<file path="src/rtl/muldiv_seq.sv">
`default_nettype none
// ============================================================================
// Module   : muldiv_seq
// Purpose  : Sequential RV64M multiply/divide unit using a shared 64-iteration
//            shift-add / restoring-divide datapath with sign correction.
// Revision : 1.0
// ============================================================================
module muldiv_seq (
    input  logic        clk_i,
    input  logic        reset_i,
    input  logic        start_i,
    input  logic [2:0]  func_i,
    input  logic        word_i,
    input  logic [63:0] a_i,
    input  logic [63:0] b_i,
    input  logic        flush_i,
    output logic        ready_o,
    output logic        busy_o,
    output logic        done_o,
    output logic [63:0] c_o
);

    localparam logic [1:0] C_IDLE = 2'd0;
    localparam logic [1:0] C_BUSY = 2'd1;
    localparam logic [1:0] C_FIX  = 2'd2;
    localparam logic [1:0] C_DONE = 2'd3;

    localparam logic [63:0] C_MIN64 = 64'h8000_0000_0000_0000;

    logic [1:0]   state_q, state_d;
    logic         done_q;
    logic [5:0]   cnt_q;
    logic [2:0]   func_q;
    logic         word_q, sa_q, sb_q;
    logic [63:0]  bmag_q, hi_q, lo_q, c_q;
    logic [63:0]  hi_d, lo_d;

    logic         w_accept, w_word_eff, w_a_signed, w_b_signed, w_sa, w_sb;
    logic         w_div_zero, w_ovf, w_special;
    logic [63:0]  w_a_prep, w_b_prep, w_a_mag, w_b_mag, w_spec_raw, w_spec_res;
    logic [64:0]  w_sum, w_shift, w_trial;
    logic [127:0] w_prod, w_prod_s;
    logic [63:0]  w_quo, w_rem, w_fix_raw, w_fix_res;

    // ---------------- operand preparation at accept ----------------
    always_comb begin
        w_word_eff = word_i & ((func_i == 3'b000) | func_i[2]);
        w_a_signed = ~(func_i[0] & (func_i[1] | func_i[2]));
        w_b_signed = w_a_signed & (func_i != 3'b010);
        w_a_prep   = a_i;
        w_b_prep   = b_i;
        if (w_word_eff) begin
            if (func_i[2] && func_i[0]) begin
                w_a_prep = {32'b0, a_i[31:0]};
                w_b_prep = {32'b0, b_i[31:0]};
            end else begin
                w_a_prep = {{32{a_i[31]}}, a_i[31:0]};
                w_b_prep = {{32{b_i[31]}}, b_i[31:0]};
            end
        end
        w_sa    = w_a_signed & w_a_prep[63];
        w_sb    = w_b_signed & w_b_prep[63];
        w_a_mag = w_sa ? -w_a_prep : w_a_prep;
        w_b_mag = w_sb ? -w_b_prep : w_b_prep;

        w_div_zero = func_i[2] & (w_b_prep == 64'd0);
        if (w_word_eff)
            w_ovf = func_i[2] & ~func_i[0] & (a_i[31:0] == 32'h8000_0000)
                    & (b_i[31:0] == 32'hFFFF_FFFF);
        else
            w_ovf = func_i[2] & ~func_i[0] & (a_i == C_MIN64) & (b_i == {64{1'b1}});
        w_special = w_div_zero | w_ovf;

        // Remainder-type ops have func[1] set.
        if (w_div_zero)
            w_spec_raw = func_i[1] ? w_a_prep : {64{1'b1}};
        else
            w_spec_raw = func_i[1] ? 64'd0 : w_a_prep;
        w_spec_res = w_word_eff ? {{32{w_spec_raw[31]}}, w_spec_raw[31:0]} : w_spec_raw;
    end

    // ---------------- iteration step ----------------
    always_comb begin
        w_sum   = {1'b0, hi_q} + (lo_q[0] ? {1'b0, bmag_q} : 65'd0);
        w_shift = {hi_q, lo_q[63]};
        w_trial = w_shift - {1'b0, bmag_q};
        if (func_q[2]) begin
            if (!w_trial[64]) begin
                hi_d = w_trial[63:0];
                lo_d = {lo_q[62:0], 1'b1};
            end else begin
                hi_d = w_shift[63:0];
                lo_d = {lo_q[62:0], 1'b0};
            end
        end else begin
            hi_d = w_sum[64:1];
            lo_d = {w_sum[0], lo_q[63:1]};
        end
    end

    // ---------------- sign correction and result select ----------------
    always_comb begin
        w_prod   = {hi_q, lo_q};
        w_prod_s = (sa_q ^ sb_q) ? -w_prod : w_prod;
        w_quo    = (sa_q ^ sb_q) ? -lo_q : lo_q;
        w_rem    = sa_q ? -hi_q : hi_q;
        case (func_q)
            3'b000:                 w_fix_raw = w_prod_s[63:0];
            3'b001, 3'b010, 3'b011: w_fix_raw = w_prod_s[127:64];
            3'b100, 3'b101:         w_fix_raw = w_quo;
            default:                w_fix_raw = w_rem;
        endcase
        w_fix_res = word_q ? {{32{w_fix_raw[31]}}, w_fix_raw[31:0]} : w_fix_raw;
    end

    // ---------------- FSM ----------------
    always_ff @(posedge clk_i) begin
        if (reset_i) begin
            state_q <= C_IDLE;
            done_q  <= 1'b0;
        end else begin
            state_q <= state_d;
            done_q  <= (state_d == C_DONE);
        end
    end

    always_comb begin
        state_d = state_q;
        if (flush_i) begin
            state_d = C_IDLE;
        end else begin
            case (state_q)
                C_IDLE:  if (start_i) state_d = w_special ? C_DONE : C_BUSY;
                C_BUSY:  if (cnt_q == 6'd63) state_d = C_FIX;
                C_FIX:   state_d = C_DONE;
                default: state_d = C_IDLE;
            endcase
        end
    end

    always_comb begin
        ready_o  = (state_q == C_IDLE);
        busy_o   = (state_q != C_IDLE);
        done_o   = done_q;
        c_o      = c_q;
        w_accept = (state_q == C_IDLE) & start_i & ~flush_i;
    end

    // ---------------- datapath registers ----------------
    always_ff @(posedge clk_i) begin
        if (reset_i) begin
            cnt_q  <= 6'd0;
            func_q <= 3'd0;
            word_q <= 1'b0;
            sa_q   <= 1'b0;
            sb_q   <= 1'b0;
            bmag_q <= 64'd0;
            hi_q   <= 64'd0;
            lo_q   <= 64'd0;
            c_q    <= 64'd0;
        end else if (w_accept) begin
            cnt_q  <= 6'd0;
            func_q <= func_i;
            word_q <= w_word_eff;
            sa_q   <= w_sa;
            sb_q   <= w_sb;
            bmag_q <= w_b_mag;
            hi_q   <= 64'd0;
            lo_q   <= w_a_mag;
            if (w_special)
                c_q <= w_spec_res;
        end else if (state_q == C_BUSY) begin
            cnt_q <= cnt_q + 6'd1;
            hi_q  <= hi_d;
            lo_q  <= lo_d;
        end else if (state_q == C_FIX && !flush_i) begin
            c_q <= w_fix_res;
        end
    end

endmodule
`default_nettype wire
</file>
<file path="config.mk">
export PLATFORM = sky130hd
export DESIGN_NAME = muldiv_seq
export DESIGN_NICKNAME = d
export VERILOG_FILES = /design/src/rtl/muldiv_seq.sv
export SDC_FILE = /design/constraint.sdc
export NUM_CORES = 2
export LEC_CHECK = 0
export BUFFER_PORTS_ARGS = -buffer_cell sky130_fd_sc_hd__buf_2
export CELL_PAD_IN_SITES_DETAIL_PLACEMENT = 0
export CELL_PAD_IN_SITES_GLOBAL_PLACEMENT = 1
export CORE_ASPECT_RATIO = 0.9
export CORE_UTILIZATION = 30
export CTS_CLUSTER_DIAMETER = 150
export DETAILED_ROUTE_END_ITERATION = 10
export GPL_ROUTABILITY_DRIVEN = 1
export PLACE_DENSITY_LB_ADDON = 0.2
export SLEW_MARGIN = 20
export SYNTH_ARGS = -nofsm -noshare
export SYNTH_HDL_FRONTEND = slang
export SYNTH_SLANG_ARGS = --single-unit
</file>
<file path="constraint.sdc">
create_clock -name clk_i -period 10.3 [get_ports clk_i]
set_clock_uncertainty 0.2 [all_clocks]
set_input_delay 0 -clock clk_i [delete_from_list [all_inputs] [get_ports clk_i]]
set_output_delay 0 -clock clk_i [all_outputs]
set_load 0.05 [all_outputs]
</file>
==> results.md <==
* DR pass1 iterations at 6
* Power density cells at 117.8 nW/um^2
* Cells after synthesis at 4409
* Placed instance area at 31770 sq um
* Nets at around 4.8k
* Site Rows at 109
* Max Cap Violations at 0
* Proportion of layout cells with a drive suffix above 1 at just under 9%
* Peak Freq at between 0.15 and 0.2 GHz
* Final antenna-violating net count at 0
* Syn_nets at 4681
* Final hold vios at 0
* Xor-xnor portion of the synthesized cell area at 9.805%
* Hold buffers post-CTS at 200
* PortBufs at 202
* Clk root buf: clkbuf_16
* Number of top-level pins at 203
* HPWL Detailed at roughly 110000 microns
* Multiplexer share of the synthesized area at 2.986%
* Period minus WS final at slightly above 6 ns
* Worst skew pair latency at 0.59 ns
* Largest net degree at the start of global routing at 84
* Chip Height at 301.2 microns
* Adder-cell share of the synthesized area at 5.855%
* Leakage at 0.01331 uW
* CP startpoint: a_i[14]
* Worst min path class: input pin to flip-flop
* Worst R2R Start: lo_q[0]
* GR Util All Layers at 28.15%
* Hold path start: a_i[63]
* Overall power at 4117 uW
* Worst setup path category: input pin to flip-flop
* VDD IR max at 0.0001110 V
* Synthesized flop and latch total at 271
* Post-synthesis average cell area at 6.767 sq um
* Synth Area in Compound Gates at between 30 and 40%
* Starting Density at 30.34%
* Total wire length at 147700 microns
* Design Area, Final at 34950 sq um
* Seq/Total Area, Yosys at 18.18%
* Initial DRC Count at 3651
* TritonCTS clock tree: done
* P&R area growth vs syn at 17.14%
* Post-synth top flop: dfxtp_1
* Setup WS pre-CTS at 4.542 ns
* Number of distinct library cells after synthesis at 89
* Hold slack at between 0.1 and 0.15 ns
* Largest family of logic cells by synthesized area: compound AO/OA/AOI/OAI gates
* Relative slew slack at 18.93%
* Num CTS Buffers at 36
* Longest Clk Path Bufs at 3
* Startpoint types: input pin
* CTS H-tree depth at 2
* CTS resizes at 0
* Final slew viol count at 0
* Antenna violations before repair at 4
* Final setup margin at 4.216 ns
* Worst-path maximum fanout at 42
* Final GP Congestion at between 0.9 and 1
* Crit path arrival time at 6.29 ns
* Synth Cell Area at 29830 sq um
* Outcome: complete, no violations
* Total setup buffers inserted after CTS at 0
* Clk sinks at 271
* Clk slew on worst S/H paths at 0.06 ns
* Via density at 5.932
* Synth area leaders: dfxtp_1, a21oi_1, o21ai_0, nor2_1, nand2_1
* Synth warnings at 0
* Number of synthesized flops with an enable pin at 0
* Routed WL per cell at 24.99 microns
* Chip Width at 334.4 microns
* Area leader, netlist: dfxtp_1
* Vias in the first global route at about 32k
* Total gr overflow at 0
* Endpoint kind of the worst setup timing path: flip-flop
* Async SR Flop Fraction at 0%
* Period utilization at 59.07%
* Synth Area in Simple Gates at 23.81%
* Total number of vias at around 35k
* First-pass GRT wire length at roughly 220000 microns
* Number of remaining DRC errors at 0
* Setup Total Neg Slack at 0 ns
* Overall die area at 100700 sq um
* Worst Path Required at 10.51 ns
* Worst Max-Slew Pin Slew at 1.203 ns
* Share of the synthesized area in the top cell type at 18.18%
* Core area at 98330 sq um
* Setup violation total in the final timing report at 0
* RSZ-0062 raised after global routing: no
[routing by layer]
metal | global-route usage [%] | wire length, microns
met1 | 41.63 | 71140
met4 | 6.990 | 3469
met2 | 41.93 | 62100
met3 | 4.398 | 11000
met5 | 0 | 7
[cells in the final DEF (no fill, tap or decap), types with 33 or more instances in the layout]
cell and n:
nand4_1 76, o211ai_1 62, or3_1 50, dfxtp_1 270, a211oi_1 140, a31oi_1 68
nand2_1 467, ha_1 134, buf_2 201, clkbuf_16 37, xor2_1 177, nor4_1 59
nor3_1 119, o31ai_1 50, nand3_1 75, xnor2_1 155, buf_4 72, o21ai_0 379
a32o_1 40, a21oi_1 438, a21o_1 79, nor2b_1 33, nor2_1 477, inv_1 123
mux2i_1 80, o22ai_1 40, dlygate4sd3_1 200
[final cells by class]
type / count / area [sq um]
inverter: 124 / 465.4
clock buffer: 50 / 1015
clock inverter: 12 / 127.6
fill: 10728 / 63380
timing repair buffer: 475 / 3580
multi-input combinational: 3643 / 22650
sequential: 271 / 5429
tap: 1332 / 1667
antenna: 4 / 10.01
[per-stage QoR]
stage          std cells  util (%)
2_1_floorplan       4409         -
3_3_place_gp        5644     32.30
3_5_place_dp        5644     32.30
4_1_cts             5906     35.50
5_1_grt             5907     35.53
6_report            5911     35.54
[cells by family after synthesis]
kind of cell / Yosys count
compound gates: 1557
simple gates: 1525
buf+inv: 495
xor+xnor: 334
flops: 271
fa+ha+maj: 139
mux: 88
[worst max-delay path, stage by stage]
cell and delay [ns]:
dlygate4sd3_1 0.53, buf_2 0.15, or4_1 0.57, or3_4 0.36, dlygate4sd3_1 0.63, nor4_4 0.60
nand2_2 0.34, or4_1 0.92, o21ai_1 0.26, a21oi_1 0.10, or3_2 0.75, buf_4 0.43
a2111oi_0 0.46, a2111oi_1 0.09
[power breakdown]
part           leakage (uW)  switching (uW)  internal [uW]
logic                0.0105            1070            571
clock network      0.000549             552            739
registers           0.00221            86.1           1090
[cells in the mapped netlist, drive strengths merged, types with 9 or more instances]
cell	n
o211ai	62
a32o	40
or3	53
inv	124
a21boi	10
o22ai	40
a31oi	68
o2111ai	9
nand2	470
xnor2	156
a21o	79
or4	30
buf	48
or2	16
nor4	62
nand2b	32
nor3b	10
a21oi	439
a22oi	26
a311oi	20
o32ai	11
o31ai	50
nor3	121
o21bai	26
ha	134
a22o	9
clkbuf	323
nor2	483
a2111oi	11
and2	12
a211oi	140
xor2	178
o21ai	385
o21a	17
o41ai	13
mux2i	80
o221ai	24
dfxtp	271
and4	10
nand4	76
nand3	75
nor2b	35
a221oi	23
and3	14
[state kept, by name, summed over array words and instances, names as in the netlist]
| register | cells |
|---|---|
| c_o | 64 |
| word_q | 1 |
| func_q | 3 |
| state_q | 2 |
| lo_q | 64 |
| sa_q | 1 |
| done_o | 1 |
| sb_q | 1 |
| bmag_q | 64 |
| cnt_q | 6 |
| hi_q | 64 |
[final timing paths]
kind           endpoint  slack [ns]  cells past startpoint
max              c_o[3]        4.22                     14
min            lo_q[50]        0.12                      6
max reg2reg    hi_q[51]        4.64                     15
min reg2reg  bmag_q[40]        0.25                      2
No activity file was read; power rests on OpenSTA's default activity.
